## src/rtl/sram_arbiter_if.sv

```systemverilog
`default_nettype none
// ============================================================================
//  Module      : sram_arbiter_if
//  Description : Requester-side bus of the SRAM arbiter. Flat per-port
//                vectors; port i owns bit i / slice [32*i +: 32] etc.
//  Revision    : 1.0 - initial release
// ============================================================================
interface sram_arbiter_if #(
    parameter int NUM_PORTS = 2
);
    logic [NUM_PORTS-1:0]    req;
    logic [NUM_PORTS-1:0]    we;
    logic [4*NUM_PORTS-1:0]  be;
    logic [32*NUM_PORTS-1:0] addr;
    logic [32*NUM_PORTS-1:0] wdata;
    logic [NUM_PORTS-1:0]    ack;
    logic                    ack_err;
    logic [31:0]             rdata;

    // Requesters drive the request side and observe the completion.
    modport master (
        output req, we, be, addr, wdata,
        input  ack, ack_err, rdata
    );

    // The arbiter consumes requests and produces the completion.
    modport slave (
        input  req, we, be, addr, wdata,
        output ack, ack_err, rdata
    );
endinterface
`default_nettype wire

```

## src/rtl/sram_arbiter.sv

```systemverilog
`default_nettype none
// ============================================================================
//  Module      : sram_arbiter
//  Description : N-port arbiter onto the BaseRAM / ExtRAM asynchronous SRAMs.
//                Fixed-priority or round-robin grant, WAIT_CYCLES per access,
//                byte enables, error reply for unmapped addresses.
//  Revision    : 1.0 - initial release
// ============================================================================
module sram_arbiter #(
    parameter int NUM_PORTS   = 2,
    parameter int WAIT_CYCLES = 2,
    parameter int RR_MODE     = 0
) (
    input  logic          clk,
    input  logic          reset,
    sram_arbiter_if.slave bus,

    output logic [19:0]   base_ram_addr,
    output logic [3:0]    base_ram_be_n,
    output logic          base_ram_ce_n,
    output logic          base_ram_oe_n,
    output logic          base_ram_we_n,
    output logic [31:0]   base_ram_wdata,
    output logic          base_ram_data_oe,
    input  logic [31:0]   base_ram_rdata,

    output logic [19:0]   ext_ram_addr,
    output logic [3:0]    ext_ram_be_n,
    output logic          ext_ram_ce_n,
    output logic          ext_ram_oe_n,
    output logic          ext_ram_we_n,
    output logic [31:0]   ext_ram_wdata,
    output logic          ext_ram_data_oe,
    input  logic [31:0]   ext_ram_rdata
);

    localparam int c_IDX_W = (NUM_PORTS > 1) ? $clog2(NUM_PORTS) : 1;
    localparam int c_CNT_W = $clog2(WAIT_CYCLES);
    localparam logic [c_CNT_W-1:0]   c_CNT_INIT = c_CNT_W'(WAIT_CYCLES - 1);
    localparam logic [c_IDX_W-1:0]   c_PTR_INIT = c_IDX_W'(NUM_PORTS - 1);
    localparam logic [NUM_PORTS-1:0] c_ACK_ONE  = NUM_PORTS'(1);

    typedef enum logic [1:0] {
        S_IDLE   = 2'd0,
        S_ACCESS = 2'd1,
        S_DONE   = 2'd2
    } state_t;

    state_t               r_state;
    state_t               w_state_nxt;

    logic [c_CNT_W-1:0]   r_cnt;
    logic [c_IDX_W-1:0]   r_idx;
    logic [c_IDX_W-1:0]   r_rr_ptr;
    logic                 r_we;
    logic [3:0]           r_be;
    logic [19:0]          r_ram_addr;
    logic                 r_bank;      // 0 = BaseRAM, 1 = ExtRAM
    logic [31:0]          r_wdata;
    logic                 r_err;
    logic [31:0]          r_rdata;

    // Winner of the current arbitration round and its request fields.
    logic                 w_found;
    logic [c_IDX_W-1:0]   w_win;
    logic                 w_win_we;
    logic [3:0]           w_win_be;
    logic [29:0]          w_win_addr;  // byte address bits [31:2]
    logic [31:0]          w_win_wdata;
    logic                 w_mapped;

    // Pick the winner: the first pass only accepts ports above the RR pointer
    // (every port in fixed mode), the second pass wraps around from port 0.
    always_comb begin
        w_found     = 1'b0;
        w_win       = '0;
        w_win_we    = 1'b0;
        w_win_be    = '0;
        w_win_addr  = '0;
        w_win_wdata = '0;
        for (int i = 0; i < NUM_PORTS; i++) begin
            if (!w_found && bus.req[i] && (RR_MODE == 0 || i > int'(r_rr_ptr))) begin
                w_found     = 1'b1;
                w_win       = c_IDX_W'(i);
                w_win_we    = bus.we[i];
                w_win_be    = bus.be[4*i +: 4];
                w_win_addr  = bus.addr[32*i+2 +: 30];
                w_win_wdata = bus.wdata[32*i +: 32];
            end
        end
        for (int i = 0; i < NUM_PORTS; i++) begin
            if (!w_found && bus.req[i]) begin
                w_found     = 1'b1;
                w_win       = c_IDX_W'(i);
                w_win_we    = bus.we[i];
                w_win_be    = bus.be[4*i +: 4];
                w_win_addr  = bus.addr[32*i+2 +: 30];
                w_win_wdata = bus.wdata[32*i +: 32];
            end
        end
        w_mapped = (w_win_addr[29:21] == 9'h100);
    end

    // FSM state register.
    always_ff @(posedge clk) begin
        if (reset) begin
            r_state <= S_IDLE;
        end else begin
            r_state <= w_state_nxt;
        end
    end

    // Transaction latch, wait counter, read capture and RR pointer.
    always_ff @(posedge clk) begin
        if (reset) begin
            r_cnt      <= '0;
            r_idx      <= '0;
            r_rr_ptr   <= c_PTR_INIT;
            r_we       <= 1'b0;
            r_be       <= '0;
            r_ram_addr <= '0;
            r_bank     <= 1'b0;
            r_wdata    <= '0;
            r_err      <= 1'b0;
            r_rdata    <= '0;
        end else begin
            case (r_state)
                S_IDLE: begin
                    if (w_found) begin
                        r_idx      <= w_win;
                        r_we       <= w_win_we;
                        r_be       <= w_win_be;
                        r_ram_addr <= w_win_addr[19:0];
                        r_bank     <= w_win_addr[20];
                        r_wdata    <= w_win_wdata;
                        r_err      <= !w_mapped;
                        r_rdata    <= '0;
                        r_cnt      <= c_CNT_INIT;
                        if (RR_MODE != 0) begin
                            r_rr_ptr <= w_win;
                        end
                    end
                end
                S_ACCESS: begin
                    if (r_cnt != '0) begin
                        r_cnt <= r_cnt - c_CNT_W'(1);
                    end else if (!r_we) begin
                        // Last access cycle: the SRAM output has settled.
                        r_rdata <= r_bank ? ext_ram_rdata : base_ram_rdata;
                    end
                end
                default: ;
            endcase
        end
    end

    // Next state plus SRAM strobes and requester completion.
    always_comb begin
        w_state_nxt      = r_state;
        base_ram_addr    = '0;
        base_ram_be_n    = 4'hF;
        base_ram_ce_n    = 1'b1;
        base_ram_oe_n    = 1'b1;
        base_ram_we_n    = 1'b1;
        base_ram_wdata   = '0;
        base_ram_data_oe = 1'b0;
        ext_ram_addr     = '0;
        ext_ram_be_n     = 4'hF;
        ext_ram_ce_n     = 1'b1;
        ext_ram_oe_n     = 1'b1;
        ext_ram_we_n     = 1'b1;
        ext_ram_wdata    = '0;
        ext_ram_data_oe  = 1'b0;
        bus.ack          = '0;
        bus.ack_err      = 1'b0;
        case (r_state)
            S_IDLE: begin
                if (w_found) begin
                    w_state_nxt = w_mapped ? S_ACCESS : S_DONE;
                end
            end
            S_ACCESS: begin
                if (r_cnt == '0) begin
                    w_state_nxt = S_DONE;
                end
                // we_n rises on the final cycle so data is held past the strobe.
                if (!r_bank) begin
                    base_ram_ce_n = 1'b0;
                    base_ram_addr = r_ram_addr;
                    if (r_we) begin
                        base_ram_be_n    = ~r_be;
                        base_ram_we_n    = (r_cnt == '0);
                        base_ram_wdata   = r_wdata;
                        base_ram_data_oe = 1'b1;
                    end else begin
                        base_ram_be_n = 4'h0;
                        base_ram_oe_n = 1'b0;
                    end
                end else begin
                    ext_ram_ce_n = 1'b0;
                    ext_ram_addr = r_ram_addr;
                    if (r_we) begin
                        ext_ram_be_n    = ~r_be;
                        ext_ram_we_n    = (r_cnt == '0);
                        ext_ram_wdata   = r_wdata;
                        ext_ram_data_oe = 1'b1;
                    end else begin
                        ext_ram_be_n = 4'h0;
                        ext_ram_oe_n = 1'b0;
                    end
                end
            end
            S_DONE: begin
                w_state_nxt = S_IDLE;
                bus.ack     = c_ACK_ONE << r_idx;
                bus.ack_err = r_err;
            end
            default: begin
                w_state_nxt = S_IDLE;
            end
        endcase
    end

    assign bus.rdata = r_rdata;

endmodule
`default_nettype wire

```

## src/flat_wrapper.sv

```systemverilog
// flat-port wrapper written by rule: the top's interface ports become plain ports
module sram_arbiter_flat 
#(
    parameter int NUM_PORTS   = 2,
    parameter int WAIT_CYCLES = 2,
    parameter int RR_MODE     = 0
)
  (clk, reset, base_ram_addr, base_ram_be_n, base_ram_ce_n, base_ram_oe_n, base_ram_we_n, base_ram_wdata, base_ram_data_oe, base_ram_rdata, ext_ram_addr, ext_ram_be_n, ext_ram_ce_n, ext_ram_oe_n, ext_ram_we_n, ext_ram_wdata, ext_ram_data_oe, ext_ram_rdata, bus_req, bus_we, bus_be, bus_addr, bus_wdata, bus_ack, bus_ack_err, bus_rdata);
  sram_arbiter_if #(.NUM_PORTS(NUM_PORTS)) bus_i ();
  input  logic clk;
  input  logic reset;
  output logic [19:0] base_ram_addr;
  output logic [3:0] base_ram_be_n;
  output logic base_ram_ce_n;
  output logic base_ram_oe_n;
  output logic base_ram_we_n;
  output logic [31:0] base_ram_wdata;
  output logic base_ram_data_oe;
  input  logic [31:0] base_ram_rdata;
  output logic [19:0] ext_ram_addr;
  output logic [3:0] ext_ram_be_n;
  output logic ext_ram_ce_n;
  output logic ext_ram_oe_n;
  output logic ext_ram_we_n;
  output logic [31:0] ext_ram_wdata;
  output logic ext_ram_data_oe;
  input  logic [31:0] ext_ram_rdata;
  input wire logic [$bits(bus_i.req)-1:0] bus_req;
  input wire logic [$bits(bus_i.we)-1:0] bus_we;
  input wire logic [$bits(bus_i.be)-1:0] bus_be;
  input wire logic [$bits(bus_i.addr)-1:0] bus_addr;
  input wire logic [$bits(bus_i.wdata)-1:0] bus_wdata;
  output wire logic [$bits(bus_i.ack)-1:0] bus_ack;
  output wire logic [$bits(bus_i.ack_err)-1:0] bus_ack_err;
  output wire logic [$bits(bus_i.rdata)-1:0] bus_rdata;
  assign bus_i.req = bus_req;
  assign bus_i.we = bus_we;
  assign bus_i.be = bus_be;
  assign bus_i.addr = bus_addr;
  assign bus_i.wdata = bus_wdata;
  assign bus_ack = bus_i.ack;
  assign bus_ack_err = bus_i.ack_err;
  assign bus_rdata = bus_i.rdata;
  sram_arbiter #(.NUM_PORTS(NUM_PORTS), .WAIT_CYCLES(WAIT_CYCLES), .RR_MODE(RR_MODE)) u_core (.clk(clk), .reset(reset), .bus(bus_i), .base_ram_addr(base_ram_addr), .base_ram_be_n(base_ram_be_n), .base_ram_ce_n(base_ram_ce_n), .base_ram_oe_n(base_ram_oe_n), .base_ram_we_n(base_ram_we_n), .base_ram_wdata(base_ram_wdata), .base_ram_data_oe(base_ram_data_oe), .base_ram_rdata(base_ram_rdata), .ext_ram_addr(ext_ram_addr), .ext_ram_be_n(ext_ram_be_n), .ext_ram_ce_n(ext_ram_ce_n), .ext_ram_oe_n(ext_ram_oe_n), .ext_ram_we_n(ext_ram_we_n), .ext_ram_wdata(ext_ram_wdata), .ext_ram_data_oe(ext_ram_data_oe), .ext_ram_rdata(ext_ram_rdata));
endmodule
```

## config.mk

```make
export PLATFORM = sky130hd
export DESIGN_NAME = sram_arbiter_flat
export DESIGN_NICKNAME = d
export VERILOG_FILES = /design/src/rtl/sram_arbiter_if.sv /design/src/rtl/sram_arbiter.sv /design/src/flat_wrapper.sv
export SDC_FILE = /design/constraint.sdc
export NUM_CORES = 1
export LEC_CHECK = 0
export CAP_MARGIN = 10
export CORE_AREA = 2 2 141 143
export CTS_CLUSTER_DIAMETER = 50
export DETAILED_ROUTE_END_ITERATION = 16
export DIE_AREA = 0 0 143 145
export HOLD_SLACK_MARGIN = 0.06
export PLACE_DENSITY = 0.62
export SETUP_SLACK_MARGIN = 0.4
export SYNTH_ARGS = -nofsm -noshare
export SYNTH_HDL_FRONTEND = slang
export SYNTH_SLANG_ARGS = --single-unit
```

## constraint.sdc

```tcl
create_clock -name clk -period 1.6 [get_ports clk]
set_clock_uncertainty 0.05 [all_clocks]
set_input_delay 0.48 -clock clk [delete_from_list [all_inputs] [get_ports clk]]
set_output_delay 0.48 -clock clk [all_outputs]
set_load 0.1 [all_outputs]
```

# After elaboration in Yosys (flattened, before gate mapping)
# Index checks and enable logic that the tools add are counted.
# W data, S select, Z words.
[op_classes]
reduce_logical = 13
n_eq_ne = 6
div_mod_pow = 0
n_lt_le_gt_ge = 0
addsub = 1
mul = 0
bitwise = 2
n_mux = 69
n_shift = 1
[ops]
columns = ["op", "n"]
rows = [
  ["$mux W32", 13],
  ["$mux W30", 4],
  ["$mux W20", 4],
  ["$pmux W32 S2", 1],
  ["$mux W4", 9],
  ["$mux W1", 32],
  ["$eq A9 B9 Y1 const B", 1],
  ["$mux W2", 4],
  ["$reduce_and A2 Y1", 3],
  ["$logic_not A1 Y1", 4],
  ["$ne A2 B2 Y1 const B", 2],
  ["$not A4 Y4", 1],
  ["$pmux W2 S2", 1],
  ["$reduce_and A4 Y1", 1],
  ["$logic_and A1 B1 Y1", 3],
  ["$eq A2 B1 Y1 const B", 1],
  ["$eq A2 B2 Y1 const B", 1],
  ["$logic_not A2 Y1", 1],
  ["$ne A2 B1 Y1 const B", 1],
  ["$pmux W1 S2", 1],
  ["$reduce_bool A2 Y1", 1],
  ["$shl A1 B1 Y2 const A", 1],
  ["$not A1 Y1", 1],
  ["$sub A1 B1 Y1 const B", 1],
]
[totals]
in_bits = 206
word_cells = 102
register_bits = 95
output_inout_bits = 155
latch_bits = 0
mem_bits_rw = 0
n_memories = 0
mem_bits_ro = 0

# Logic depth before layout (Yosys ltp)
# Gate-level depths: netlist (run 1).
[logic_depth]
depth_word = 14
ltp_mapped = 6
mapped_depth_nobuf = 4

# Least setup slack after synthesis (run 1)
# OpenSTA, ideal clock, no wires.
[synth_path]
path_kind = "reg-to-output"
startpoint = "register u_core.r_state[1]"
endpoint = "output bus_ack[0]"
stages_incl_launch_ff = 3
arrival_ps = 2737
path_buffers = 1
t_required_ps = 1070
slack_ps = -1667
path_cell_list = "dfxtp_1 buf_2 nor3b_1"
[synth_via]
elab_chain_len = 2
[synth_lines]
columns = ["element", "line_no", "text"]
rows = [
  ["from (decl)", "sram_arbiter.sv:49", "state_t r_state;"],
  ["from (signal assigned)", "sram_arbiter.sv:109", "r_state <= w_state_nxt;"],
  ["$eq A2 B2 Y1", "sram_arbiter.sv:176", "case (r_state)"],
  ["$mux W2", "sram_arbiter.sv:176", ""],
  ["to (decl)", "flat_wrapper.sv:33", "output wire logic [$bits(bus_i.ack)-1:0] bus_ack;"],
]
# Every way passes these cells.

# Worst setup path after layout (run 1)
[layout_path]
startpoint = "register u_core.r_state[1]"
endpoint = "output base_ram_ce_n"
[layout_via]
elab_chain_len = 2
[layout_lines]
columns = ["element", "line_no", "text"]
rows = [
  ["$eq A2 B1 Y1", "sram_arbiter.sv:176", ""],
  ["$mux W1", "sram_arbiter.sv:176", ""],
  ["to (decl)", "flat_wrapper.sv:14", "output logic base_ram_ce_n;"],
]
# Every way passes these cells.

==> results of run 1 <==
## Yosys cell counts (all sizes together), types with 2 or more instances
cell / n / share of area [%]
dfxtp: 95 / 39
clkbuf: 38 / 2.9
nand2b: 7 / 0.89
nor4: 2 / 0.25
nor3b: 3 / 0.66
nand4b: 2 / 0.36
a222oi: 14 / 2.8
nor3: 46 / 4.8
nor2b: 2 / 0.25
nand2: 11 / 0.84
and3b: 2 / 0.36
and2: 54 / 6.9
nor2: 95 / 7.2
buf: 30 / 3.6
a22oi: 32 / 4.9
inv: 2 / 0.15
a211oi: 32 / 7.7
a21oi: 2 / 0.43
a221oi: 44 / 7.8
and3: 53 / 6.7
## per-layer routing
layer / track usage (%) / wire length, um / vias to the layer above
met5: 0 / 0 / -
met4: 8.812 / 744 / 0
met3: 6.271 / 2030 / 44
met2: 39.64 / 12790 / 285
met1: 25.01 / 9272 / 2928
li1: - / - / 2957
## final timing paths
| check | cells after the start | slack (ns) | end | from |
|---|---|---|---|---|
| min | 2 | 0.40 | u_core.r_err$_SDFFE_PP0P_ | reset |
| max reg2reg | 8 | -0.32 | u_core.r_be[1]$_SDFFE_PP0P_ | u_core.r_state[1]$_SDFFE_PP0P_ |
| max | 6 | -0.69 | base_ram_ce_n | u_core.r_state[1]$_SDFFE_PP0P_ |
| min reg2reg | 2 | 0.45 | u_core.r_err$_SDFFE_PP0P_ | u_core.r_err$_SDFFE_PP0P_ |
## per-stage QoR
step | total power, mW | setup TNS, ns
after floorplan | 3.933 | -33.26
after global placement | 5.015 | -79.24
after detailed placement | 5.051 | -83.44
after CTS | 7.435 | -93.08
after global routing | 7.944 | -105.00
final | 7.626 | -92.31
## cell families after synthesis
family,after synthesis,synth area share [%]
simple gates,283,30.16
buf+inv,70,6.636
compound gates,129,24.56
flops,95,38.65
## cells in the final DEF, fill, tap and decap left out, types with 4 or more instances in the layout
master           Yosys  layout
a221oi_4             0       6
a222oi_1            14      14
buf_6                3       7
nand2_8              0       7
buf_16               0       6
a22oi_2              0      21
dfxtp_1             95      59
dfxtp_4              0      22
nor2_4               0      20
nor3_2               1       4
a211oi_2            28      32
a221oi_1            44       6
clkdlybuf4s50_1      0     192
a22oi_1             32      11
and2_2               0       9
buf_4                3      61
clkbuf_16            0      11
and2_4               0      45
nor2_1              95      67
dfxtp_2              0      14
a221oi_2             0      32
nand2b_1             7       5
nor2_2               0       8
buf_12               0     185
and3_4               0      45
nor3_1              45      41
and3_2               0       8
## state kept, by name (all words and copies together), names as in the netlist
| register | cells |
|---|---|
| u_core.bus.rdata | 32 |
| u_core.r_wdata | 32 |
| u_core.r_ram_addr | 20 |
| u_core.r_be | 4 |
| u_core.r_state | 2 |
| u_core.r_bank | 1 |
| u_core.r_cnt | 1 |
| u_core.r_err | 1 |
| u_core.r_idx | 1 |
| u_core.r_we | 1 |
## power groups by stage
| stage | combinational, mW | sequential (mW) | clock (mW) |
|---|---|---|---|
| 6_report | 2.66 | 2.74 | 2.22 |
| 3_3_place_gp | 2.20 | 2.81 | 0 |
| 2_1_floorplan | 0.751 | 3.18 | 0 |
| 5_1_grt | 2.80 | 2.77 | 2.38 |
| 4_1_cts | 2.38 | 2.77 | 2.28 |
| 3_5_place_dp | 2.23 | 2.82 | 0 |
## area by class of cell
type	count	share of cell area, %
Tap cell	265	2.540
Multi-Input combinational cell	412	29.99
Timing Repair Buffer	463	49.77
Clock buffer	13	1.917
Clock inverter	3	0.3259
Inverter	2	0.1150
Sequential cell	95	15.34
## timing repair
action,in CTS,in global routing
pin swaps,37,15
gates resized for setup,80,72
buffers inserted,5,37
setup endpoints to repair,249,249
gates cloned,8,2
## critical path, cell delays in order, from the launching register on
cell and delay, ns:
dfxtp_2 0.32, and2b_2 0.24, nor2b_4 0.21, buf_12 0.19, buf_12 0.17, clkinvlp_4 0.10
buf_12 0.17
==> impl_metrics.tcl, run 1 <==
set metrics [dict create \
    start_kind "flip-flop" \
    place_congestion 0.7945 \
    first_iter_violations 275 \
    syn_inst 577 \
    rsz0062_at_grt "yes" \
    yosys_warnings 0 \
    grt_overflow_total 0 \
    cts_tree "built" \
    ys.flop_type "dfxtp_1" \
    dr.pass1.iters 5 \
    cts_max_level 3 \
    numCtsBuffers 9 \
    internal-power_mw 5.178 \
    wire_per_inst_um 19.82 \
    min_path_type "in -> reg" \
    final-seq-area_sq_mm 0.002002 \
    place_inst 1185 \
    drt_wl_total_mm 24.84 \
    fin_ws_ns -0.6938 \
    start_util_pct 25.62 \
    dp_hpwl_mm 17.45 \
    cts_root_buf "clkbuf_16" \
    syn_area_per_cell_sq_um 8.529 \
    clk_latency_ns 0.35 \
    syn_nets 783 \
    synth_edf_count 0 \
    multiInputGateArea_sq_mm 0.003915 \
    die_y_um 145 \
    route.vias.total 6214 \
    grt_usage_pct 22.37 \
    dpl_cell_area_sq_mm 0.01151 \
    power_density_mw_per_mm2 584.2 \
    whs_ns 0.4034 \
    setup_viol 217 \
    final_area_sq_mm 0.01305 \
    clockBufferDepth 2 \
    max-cap-violations 0 \
    final_util_pct 67.96 \
    fmax_ghz 0.4360 \
    num_rows 51 \
    synth.cell_area_sq_mm 0.004921 \
    cts.hold.buffers_added 0 \
    ios 361 \
    die_w_um 143 \
    hold_viol 0 \
    post-place-ws_ns -0.6521 \
    relSlewSlack_pct 67.05 \
    fill_cells 1398 \
    status "finished with violations" \
    core-area_sq_mm 0.01921 \
    arrival_ns 1.76 \
    grt_first_pass_wirelength_mm 35.97 \
    clk_pin_slew_ns 0.07 \
    diodes 0 \
    failed_checks "setup timing" \
    fin_crit_ns 2.294 \
    cp.required_ns 1.07 \
    peakVddDrop_mv 0.5944 \
    yosysSeqAreaShare_pct 38.65 \
    drive_above_1_share_pct 58.81 \
    port_buffers 356 \
    drtAntennaViolNets 0 \
    power_frac_comb_pct 34.9 \
    power_frac_seq_pct 36.0 \
    drv_slew 0 \
    antenna_found_initial 0 \
    synth.distinct_cells 37 \
    cp_max_fo 23 \
    grt_start_max_net_pins 45 \
    routed_via_density 4.959 \
    grt_pass1_vias 6241 \
    worst_slew_pin_slew_ns 0.4943 \
    end_kind "output port" \
    stdcell_count 1253 \
    area_growth_pct 165.3 \
    switching_power_mw 2.448 \
    die-area_sq_mm 0.02074 \
    synthArstFlopShare_pct 0 \
    power.share.clock_pct 29.1 \
    drc 0 \
    ys_seq_elements 95 \
    path_class "reg -> out" \
    switching_share_pct 32.10 \
    p_leak_nw 4.934 \
    num-nets-final 1189 \
    cts.sinks 95 \
    period_share_pct 143.4 \
]
No activity file was read; power rests on OpenSTA's default activity.
==> inputs of run 2 (changes only) <==
- SETUP_SLACK_MARGIN: 0.4 -> 0.2
==> run 2 against run 1 <==
Compared with the run above: the run still ends with setup timing left; core utilization rose by 1.1 points; clock power down 4%; via count increased by 1.7%; total power increased by 0.19%; worst setup slack better by 0.021 ns; non-clock buffer count rose by 10; critical path depth unchanged; sequential share of layout area down 0.24 points; combinational power up 4%; global-route usage shrank 0.62 points; flip-flop and latch count unchanged; largest cell class unchanged; highest routed layer unchanged.
==> impl_metrics.tcl, run 2 (synthesis results as in run 1) <==
set metrics [dict create \
    die_w_um 143 \
    power_density_mw_per_mm2 575.7 \
    clk_pin_slew_ns 0.07 \
    end_kind "output port" \
    routed_via_density 5.005 \
    peakVddDrop_mv 0.5077 \
    place_inst 1192 \
    drv_slew 0 \
    drtAntennaViolNets 0 \
    grt_pass1_vias 6113 \
    mostFrequentLayoutCell "clkdlybuf4s50_1" \
    busiest_layer "met2" \
    arrival_ns 1.74 \
    grt_start_max_net_pins 35 \
    area_growth_pct 169.7 \
    route.vias.total 6321 \
    die-area_sq_mm 0.02074 \
    antenna_found_initial 0 \
    dpl_cell_area_sq_mm 0.01147 \
    start_kind "flip-flop" \
    drive_above_1_share_pct 59.92 \
    grtUsageMet3_pct 5.512 \
    grt_usage_pct 21.76 \
    num-nets-final 1199 \
    core-area_sq_mm 0.01921 \
    ios 361 \
    cts_tree "built" \
    path_class "reg -> out" \
    cp.required_ns 1.07 \
    use_met2_pct 38.88 \
    grt_overflow_total 0 \
    start_util_pct 25.62 \
    dr.pass1.iters 9 \
    num_rows 51 \
    max-cap-violations 0 \
    relSlewSlack_pct 54.35 \
    fin_crit_ns 2.273 \
    status "finished with violations" \
    place_congestion 0.8328 \
    cts_root_buf "clkbuf_16" \
    diodes 0 \
    drc 0 \
    wire_per_inst_um 19.73 \
    rsz0062_at_grt "yes" \
    cts_max_level 3 \
    numCtsBuffers 9 \
    drt_wl_total_mm 24.91 \
    first_iter_violations 270 \
    grt_first_pass_wirelength_mm 34.91 \
    failed_checks "setup timing" \
    final_area_sq_mm 0.01327 \
    grt_use_met1_pct 24.76 \
    setup_viol 217 \
    port_buffers 356 \
    worst_slew_pin_slew_ns 0.6848 \
    min_path_type "reg -> reg" \
    fmax_ghz 0.4399 \
    whs_ns 0.4425 \
    layout_common_cells "clkdlybuf4s50_1 (194), buf_12 (178), nor2_1 (65)" \
    p_leak_nw 4.998 \
    hold_viol 0 \
    period_share_pct 142.1 \
    dp_hpwl_mm 17.62 \
    fin_ws_ns -0.6732 \
    cts.sinks 95 \
    fin_tns_setup_ns -89.74 \
    power_mw 7.640 \
    stdcell_count 1263 \
    cp_max_fo 8 \
    clockBufferDepth 2 \
    die_y_um 145 \
    clk_latency_ns 0.35 \
]
-- run 2: critical path: stages, from the launching register on --
cell,delay (ns)
dfxtp_1,0.31
and2b_2,0.24
nor2b_4,0.16
buf_8,0.15
clkbuf_16,0.16
and3_4,0.20
buf_12,0.17
-- run 2: repair_timing --
action                     in CTS  in global routing
gates cloned                    4                  8
pin swaps                      23                 17
hold buffers                    0                  0
setup endpoints to repair     249                249
gates resized for setup        84                104
buffers inserted               11                 32
-- run 2: final timing paths --
kind / startpoint / end / slack, ns / cells after the start
setup / recovery: u_core.r_state[1]$_SDFFE_PP0P_ / base_ram_wdata[6] / -0.67 / 6
hold / removal: u_core.r_be[2]$_SDFFE_PP0P_ / u_core.r_be[2]$_SDFFE_PP0P_ / 0.44 / 2
setup reg to reg: u_core.r_state[0]$_SDFFE_PP0P_ / u_core.r_wdata[12]$_SDFFE_PP0P_ / -0.27 / 9
hold reg to reg: u_core.r_be[2]$_SDFFE_PP0P_ / u_core.r_be[2]$_SDFFE_PP0P_ / 0.44 / 2
-- run 2: layout make-up --
class	count	area, sq um
Inverter	2	15.01
Clock buffer	12	256.5
Timing Repair Buffer	473	6594
Tap cell	265	331.6
Fill cell	1387	5934
Clock inverter	4	28.78
Multi-Input combinational cell	412	4044
Sequential cell	95	2003
-- run 2: metal layers --
metal | vias up | part of all wire [%]
met2 | 297 | 52
met3 | 41 | 8.0
met5 | - | 0
met1 | 3009 | 37
met4 | 0 | 2.8
li1 | 2974 | -
-- run 2: per-stage QoR --
stage | util [%] | worst slack [ns]
global route | 69.10 | -0.7606
detailed placement | 59.72 | -0.7149
finish | 69.10 | -0.6732
CTS | 64.06 | -0.6845
floorplan | - | -0.4227
global placement | 59.72 | -0.6470
-- run 2: report_power, final --
group          internal (mW)  switching [mW]  total (mW)  leakage [nW]
Clock                   1.14           0.993        2.14         0.131
Combinational           1.41            1.34        2.76          4.06
Sequential              2.56           0.182        2.75         0.805
Total                   5.12            2.52        7.64          5.00
